File: config.mk
export PLATFORM = sky130hd
export DESIGN_NAME = mem_copy_engine
export DESIGN_NICKNAME = d
export VERILOG_FILES = /design/src/rtl/mem_copy_engine.sv
export SDC_FILE = /design/constraint.sdc
export NUM_CORES = 1
export LEC_CHECK = 0
export BUFFER_PORTS_ARGS = -buffer_cell sky130_fd_sc_hd__buf_2
export CORE_ASPECT_RATIO = 1.75
export CORE_MARGIN = 2
export CORE_UTILIZATION = 56
export DETAILED_ROUTE_END_ITERATION = 12
export PLACE_DENSITY_LB_ADDON = 0.15
export SLEW_MARGIN = 20
export SYNTH_ARGS = -nofsm -noshare
export SYNTH_HDL_FRONTEND = slang
export SYNTH_SLANG_ARGS = --single-unit
File: constraint.sdc
create_clock -name Clk -period 2.5 [get_ports Clk]
set_clock_uncertainty 0.05 [all_clocks]
set_input_delay 0.125 -clock Clk [delete_from_list [all_inputs] [get_ports Clk]]
set_output_delay 0.125 -clock Clk [all_outputs]
set_load 0.01 [all_outputs]
File: src/rtl/mem_copy_engine.sv
// Block copy / block fill initiator for a single-port memory with combinational read data.
// One byte per READ+WRITE pair in copy mode, one byte per WRITE cycle in fill mode.
module mem_copy_engine #(
    parameter int AW = 8,
    parameter int DW = 8
) (
    input  logic          Clk,
    input  logic          Reset,
    input  logic          Start,
    input  logic          Mode,
    input  logic [AW-1:0] SrcAddr,
    input  logic [AW-1:0] DstAddr,
    input  logic [AW-1:0] Length,
    input  logic [DW-1:0] FillValue,
    input  logic          Abort,
    output logic [AW-1:0] MemAddress,
    output logic [DW-1:0] MemDataIn,
    output logic          MemWriteEn,
    input  logic [DW-1:0] MemDataOut,
    output logic          Busy,
    output logic          Done,
    output logic [AW-1:0] Remaining
);

    typedef enum logic [1:0] {
        IDLE  = 2'd0,
        READ  = 2'd1,
        WRITE = 2'd2,
        DONE  = 2'd3
    } state_t;

    state_t        state_q, state_d;
    logic [AW-1:0] src_q, src_d;
    logic [AW-1:0] dst_q, dst_d;
    logic [AW-1:0] cnt_q, cnt_d;
    logic [DW-1:0] hold_q, hold_d;
    logic [DW-1:0] fill_q, fill_d;
    logic          mode_q, mode_d;

    always_ff @(posedge Clk or negedge Reset) begin
        if (!Reset) begin
            state_q <= IDLE;
            src_q   <= '0;
            dst_q   <= '0;
            cnt_q   <= '0;
            hold_q  <= '0;
            fill_q  <= '0;
            mode_q  <= 1'b0;
        end else begin
            state_q <= state_d;
            src_q   <= src_d;
            dst_q   <= dst_d;
            cnt_q   <= cnt_d;
            hold_q  <= hold_d;
            fill_q  <= fill_d;
            mode_q  <= mode_d;
        end
    end

    always_comb begin
        state_d    = state_q;
        src_d      = src_q;
        dst_d      = dst_q;
        cnt_d      = cnt_q;
        hold_d     = hold_q;
        fill_d     = fill_q;
        mode_d     = mode_q;
        MemAddress = '0;
        MemWriteEn = 1'b0;

        case (state_q)
            IDLE: begin
                if (Start) begin
                    src_d  = SrcAddr;
                    dst_d  = DstAddr;
                    cnt_d  = Length;
                    mode_d = Mode;
                    fill_d = FillValue;
                    if (Length == '0) begin
                        state_d = DONE;
                    end else if (Mode) begin
                        state_d = WRITE;
                    end else begin
                        state_d = READ;
                    end
                end
            end

            READ: begin
                MemAddress = src_q;
                if (Abort) begin
                    state_d = DONE;
                end else begin
                    hold_d  = MemDataOut;
                    src_d   = src_q + 1'b1;
                    state_d = WRITE;
                end
            end

            WRITE: begin
                MemAddress = dst_q;
                // Abort suppresses the write combinationally so the current byte is never committed.
                if (Abort) begin
                    state_d = DONE;
                end else begin
                    MemWriteEn = 1'b1;
                    dst_d      = dst_q + 1'b1;
                    cnt_d      = cnt_q - 1'b1;
                    if (cnt_q == AW'(1)) begin
                        state_d = DONE;
                    end else if (mode_q) begin
                        state_d = WRITE;
                    end else begin
                        state_d = READ;
                    end
                end
            end

            DONE: begin
                state_d = IDLE;
            end

            default: begin
                state_d = IDLE;
            end
        endcase
    end

    assign MemDataIn = mode_q ? fill_q : hold_q;
    assign Busy      = (state_q == READ) || (state_q == WRITE);
    assign Done      = (state_q == DONE);
    assign Remaining = cnt_q;

endmodule

== Word level (Yosys, flattened, before mapping) ==
Cells that the tools add are included.
Operators by class
  $add $sub $neg: 3
  equality and inequality tests: 7
  muxes and demuxes: 21
  bitwise operators: 1
  reductions and logical operators: 9
Operator list (number)
  8-bit one-hot mux with 2 select lines: 4
  8-bit two-way mux: 7
  8-bit by 1-bit adder with 8-bit output, second input constant: 2
  2-bit two-way mux: 6
  8-bit by 1-bit == test with 1-bit output, second input constant: 1
  8-bit logical NOT: 1
  2-bit one-hot mux with 4 select lines: 1
  8-bit by 1-bit subtractor with 8-bit output, second input constant: 1
  2-bit != test, second input constant: 3
  3-bit AND reduction: 2
  2-bit == test, second input constant: 2
  2-bit AND reduction: 2
  2-bit nonzero test: 2
  1-bit two-way mux: 3
  2-bit by 1-bit == test with 1-bit output, second input constant: 1
  2-bit logical NOT: 1
  1-bit logical OR: 1
  1-bit NOT: 1
Word-level totals
  register bits: 43
  bits of input ports: 45
  output and inout port bits: 27
  logic and storage cells: 48

== Logic depth before layout (Yosys ltp) ==
  depth after elaboration: 4
  depth in mapped cells: 9
  gate-level depth less buffers: 6

== Least setup slack after synthesis ==
No wires, ideal clock.
  path kind: reg-to-output
  start: register state_q[0]
  end: output port MemAddress[4]
  arrival time: 1.566 ns
  required time: 2.325 ns
  slack: 0.759 ns
  stages on the path, launching flop included: 7
  path buffers: 2
  cells stage by stage: dfrtp_1 > inv_1 > ha_1 > buf_2 > buf_2 > nand2_1 > a21boi_0
On the way
  longest elaborated chain between the ends: 2
  elaborated cells between the ends (all ways): 3
RTL lines
  start: declaration: RTL line 32  | state_t state_q, state_d;
  start signal: assignment: RTL line 50  | state_q <= state_d;
  2-bit == test / 2-bit by 1-bit == test with 1-bit output (equally long branches): RTL line 71  | case (state_q)
  8-bit one-hot mux with 2 select lines (*): RTL line 71
  end: declaration: RTL line 16  | output logic [AW-1:0] MemAddress,
Every way passes the cells marked *; elsewhere a longest branch is shown, timed or not.

== Worst setup path after layout ==
  start: register state_q[0]
  end: output port MemAddress[6]
The elaborated chain is that of the path after synthesis.

==> out/qor.csv <==
stage,metric,value,unit
timing,final critical-path setup slack,0.2026,ns
floorplan,initial standard-cell utilization of the core,58.15,%
worst_setup_path,ordered cell list for the critical path,inv_1 -> ha_1 -> buf_4 -> nand2_1 -> a21boi_0 -> buf_2,
grt,leftover overflow at the end of global routing,0,
floorplan,height of the chip,93.47,um
timing,Final Hold Fails,0,
placement,worst slack at placement,0.4327,ns
worst_hold_path,Min-Delay Path Class,in2reg,
timing,final critical path time including I/O delays and setup,2.297,ns
timing,Achievable Freq,435.3,MHz
yosys,distinct cell type count after synthesis,45,
layout,synthesis-to-layout area growth,22.18,%
layout,number of antenna cells inserted,0,
yosys,cell area after synthesis,2561,um2
worst_setup_path,required time of the critical path,2.33,ns
grt,first-pass GRT wire length,10.23,mm
layout,number of nets in the finished design,399,
floorplan,die area,5152,um2
worst_setup_path,endpoint type of the worst setup path,primary output,
worst_setup_path,maximum cell stage delay along the critical path,0.44,ns
clock_network,H-Tree Level Count,2,
layout,final core utilization,71.05,%
worst_setup_path,Critical R2R Launch,state_q[1],
timing,pins over their slew limit,0,
yosys,largest cells by area after synthesis,"sky130_fd_sc_hd__dfrtp_1 (42%), sky130_fd_sc_hd__mux2_2 (11%), sky130_fd_sc_hd__ha_1 (4.4%)",
timing,RSZ-0062 raised after global routing,no,
floorplan,FP Rows,32,
yosys,synthesis warning total,0,
layout,post-route standard cell area excluding fillers,3129,um2
run,number of maximum-capacitance violations,0,
detailed_routing,violation count after the first detailed-route iteration,44,
yosys,number of standard cells after synthesis,267,
clock_network,clock-pin slew on the worst setup and hold paths,0.09,ns
layout,proportion of layout cells with a drive suffix above 1,31.50,%
worst_hold_path,Hold Crit Depth,2,
placement,dpl hpwl,4.650,mm
yosys,fraction of registers with async set/reset,100.0,%
timing,slew at the pin with the worst max-slew slack,0.6178,ns
clock_network,total setup buffers inserted after CTS,0,
grt,via count of the first global-routing pass,2317,
yosys,post-synthesis area per instance,9.593,um2
detailed_routing,per-cell via count in the routed design,5.894,
yosys,Synth top cells by count,"sky130_fd_sc_hd__dfrtp_1 (43), sky130_fd_sc_hd__nand2_1 (27), sky130_fd_sc_hd__mux2_2 (25)",
run_status,outcome,"finished, final reports clean",
yosys,Post-Syn Nets,321,
detailed_routing,routed via count,2340,
yosys,primary flip-flop cell chosen by synthesis mapping,sky130_fd_sc_hd__dfrtp_1,
worst_setup_path,largest fanout on the critical path,23,
timing,worst-case hold slack,0.005987,ns
detailed_routing,Pre-Repair DR Iteration Count,4,
worst_setup_path,worst endpoint data arrival time,2.12,ns
power,maximum resistive drop on vdd,0.9685,mV
layout,Reg area,1076,um2
worst_setup_path,worst reg-to-reg setup slack,0.40,ns
worst_hold_path,startpoint of the tightest hold check path,FillValue[1],
floorplan,die width,55.12,um
timing,count of endpoints failing setup in the final report,0,
yosys,most frequent cell after synthesis,sky130_fd_sc_hd__dfrtp_1,
yosys,"EDFF count, synth",0,
timing,max-slew headroom at the worst pin,58.63,%
worst_setup_path,category of the worst setup path launch point,flop,
grt,initial antenna violation count,0,
detailed_routing,DR DRC count,0,
clock_network,buffer type at the clock tree root,sky130_fd_sc_hd__clkbuf_8,
placement,port bufs,71,
timing,Setup Total Neg Slack,0,ns
grt,all-layer global routing usage,27.19,%
yosys,largest area contributor in the netlist,sky130_fd_sc_hd__dfrtp_1,
yosys,total of flip-flops plus latches after synthesis,43,
yosys,"Seq/Total Area, Yosys",42.01,%
layout,Filler cells,368,
clock_network,maximum number of buffers from clock root to sink,2,
clock_network,latest clock arrival within the worst-skew pair,0.30,ns
worst_setup_path,cell with the largest stage delay on the worst path,sky130_fd_sc_hd__ha_1,
worst_setup_path,Reg2Reg Capture Point,dst_q[6],
worst_setup_path,cell depth of the worst flop-to-flop path,6,
worst_hold_path,hold endpoint,fill_q[1],
clock_network,clock sinks,43,
yosys,portion of synthesized cell area occupied by the leading cell type,42.01,%
clock_network,CTS tree,built,
detailed_routing,WL final,6.216,mm
detailed_routing,routed wire length per instance,15.66,um
layout,multi-input logic area,1383,um2
grt,maximum number of pins on one net before global-route repair,44,
worst_setup_path,type of the worst setup path,reg2out,
floorplan,number of top-level design ports,72,
detailed_routing,post-detailed-route count of antenna-violating nets,0,
power,Power Dens Cells,1303,nW/um2
timing,share of the cycle needed by the critical path after routing,91.89,%
clock_network,cts bufs inserted,5,
power,leak pwr,0.001404,uW
placement,placer congestion estimate,0.7881,
floorplan,core area,4404,um2
placement,placed inst area,2930,um2
==> how the worst max path moves through the flow <==
stage | endpoint | cells after the start | slack [ns] | start
after floorplan | MemAddress[4] | 6 | 0.76 | state_q[0]
after global placement | Remaining[6] | 6 | 0.49 | state_q[1]
after detailed placement | Remaining[6] | 6 | 0.43 | state_q[1]
after CTS | MemAddress[6] | 6 | 0.23 | state_q[0]
after global routing | MemAddress[0] | 6 | 0.05 | state_q[0]
final | MemAddress[6] | 6 | 0.20 | state_q[0]
==> flip-flops by register name, summed over array words and instances, names as in the netlist <==
register	count
Remaining	8
dst_q	8
src_q	8
state_q	2
fill_q	8
mode_q	1
hold_q	8
==> layout by cell type, fill, tap and decap left out, types with 2 or more instances in the layout <==
| master | synthesis | routed |
|---|---|---|
| sky130_fd_sc_hd__dlygate4sd3_1 | 0 | 9 |
| sky130_fd_sc_hd__buf_4 | 0 | 3 |
| sky130_fd_sc_hd__a21oi_1 | 14 | 14 |
| sky130_fd_sc_hd__mux2_2 | 25 | 25 |
| sky130_fd_sc_hd__nand2_1 | 27 | 27 |
| sky130_fd_sc_hd__clkbuf_1 | 2 | 2 |
| sky130_fd_sc_hd__inv_1 | 8 | 8 |
| sky130_fd_sc_hd__mux2i_1 | 5 | 5 |
| sky130_fd_sc_hd__nand4_1 | 2 | 2 |
| sky130_fd_sc_hd__dfrtp_1 | 43 | 43 |
| sky130_fd_sc_hd__o22a_1 | 2 | 2 |
| sky130_fd_sc_hd__ha_1 | 9 | 9 |
| sky130_fd_sc_hd__a22oi_1 | 4 | 4 |
| sky130_fd_sc_hd__nand3_1 | 15 | 15 |
| sky130_fd_sc_hd__a21boi_0 | 5 | 5 |
| sky130_fd_sc_hd__buf_2 | 7 | 71 |
| sky130_fd_sc_hd__o21ai_0 | 12 | 12 |
| sky130_fd_sc_hd__o32ai_1 | 2 | 2 |
| sky130_fd_sc_hd__o211ai_1 | 3 | 3 |
| sky130_fd_sc_hd__nor4_1 | 4 | 4 |
| sky130_fd_sc_hd__o22ai_1 | 7 | 7 |
| sky130_fd_sc_hd__and4_1 | 2 | 2 |
| sky130_fd_sc_hd__a211oi_1 | 3 | 3 |
| sky130_fd_sc_hd__nand4b_1 | 3 | 3 |
| sky130_fd_sc_hd__nor4b_1 | 2 | 2 |
| sky130_fd_sc_hd__and3_1 | 3 | 3 |
| sky130_fd_sc_hd__nor2b_1 | 5 | 5 |
| sky130_fd_sc_hd__clkbuf_8 | 0 | 5 |
| sky130_fd_sc_hd__nor3_1 | 12 | 12 |
| sky130_fd_sc_hd__nor2_1 | 19 | 19 |
| sky130_fd_sc_hd__o211a_1 | 2 | 2 |
| sky130_fd_sc_hd__a21o_1 | 2 | 2 |
==> power by group <==
part / internal, uW / total [uW] / switching [uW]
clock network: 196 / 435 / 238
registers: 1050 / 1410 / 360
logic: 1020 / 2230 / 1210
total: 2270 / 4080 / 1800
==> logic make-up (layout without fill, tap and decap cells) <==
logic type | Yosys count | in the layout | synth area share [%]
muxes | 30 | 30 | 12.95
and+or+nand+nor | 100 | 100 | 19.59
DFF | 43 | 43 | 42.01
buffers and inverters | 21 | 100 | 4.006
adders and majority gates | 9 | 9 | 4.397
AOI/OAI and AO/OA | 64 | 64 | 17.05
==> layout make-up <==
cell class                 count  share of cell area (%)
inverter                       8                  0.9596
timing repair buffer          84                   15.83
clock inverter                 1                  0.1599
clock buffer                   7                   2.439
multi-input combinational    203                   44.18
tap                           51                   2.039
sequential                    43                   34.39
==> per-layer routing <==
metal	routed length (um)	up-vias	track usage, %
met4	110	0	9.350
met1	2399	1114	30.25
met2	3422	71	49.21
li1	-	1145	-
met5	0	-	0
met3	284	10	4.473
==> what timing repair did <==
action / in CTS / in global routing
hold buffers: 9 / 0
setup endpoints to repair: 0 / 0
endpoints found under the hold margin: 51 / 0
resized for setup: 0 / 0
==> stage by stage <==
| step | cells | power (uW) |
|---|---|---|
| floorplan | 267 | 3002 |
| global placement | 379 | 3570 |
| detailed placement | 379 | 3641 |
| CTS | 396 | 4093 |
| global route | 397 | 4447 |
| finish | 397 | 4079 |
==> worst max-delay path: cells and delay by family (launching register included) <==
kind,cells,cell delay [ns]
buffers and inverters,3,0.64
adder cells (fa/ha/maj),1,0.44
flip-flops,1,0.40
AO/OA/AOI/OAI,1,0.24
AND/OR/NAND/NOR,1,0.07
No activity file was read; power rests on OpenSTA's default activity.
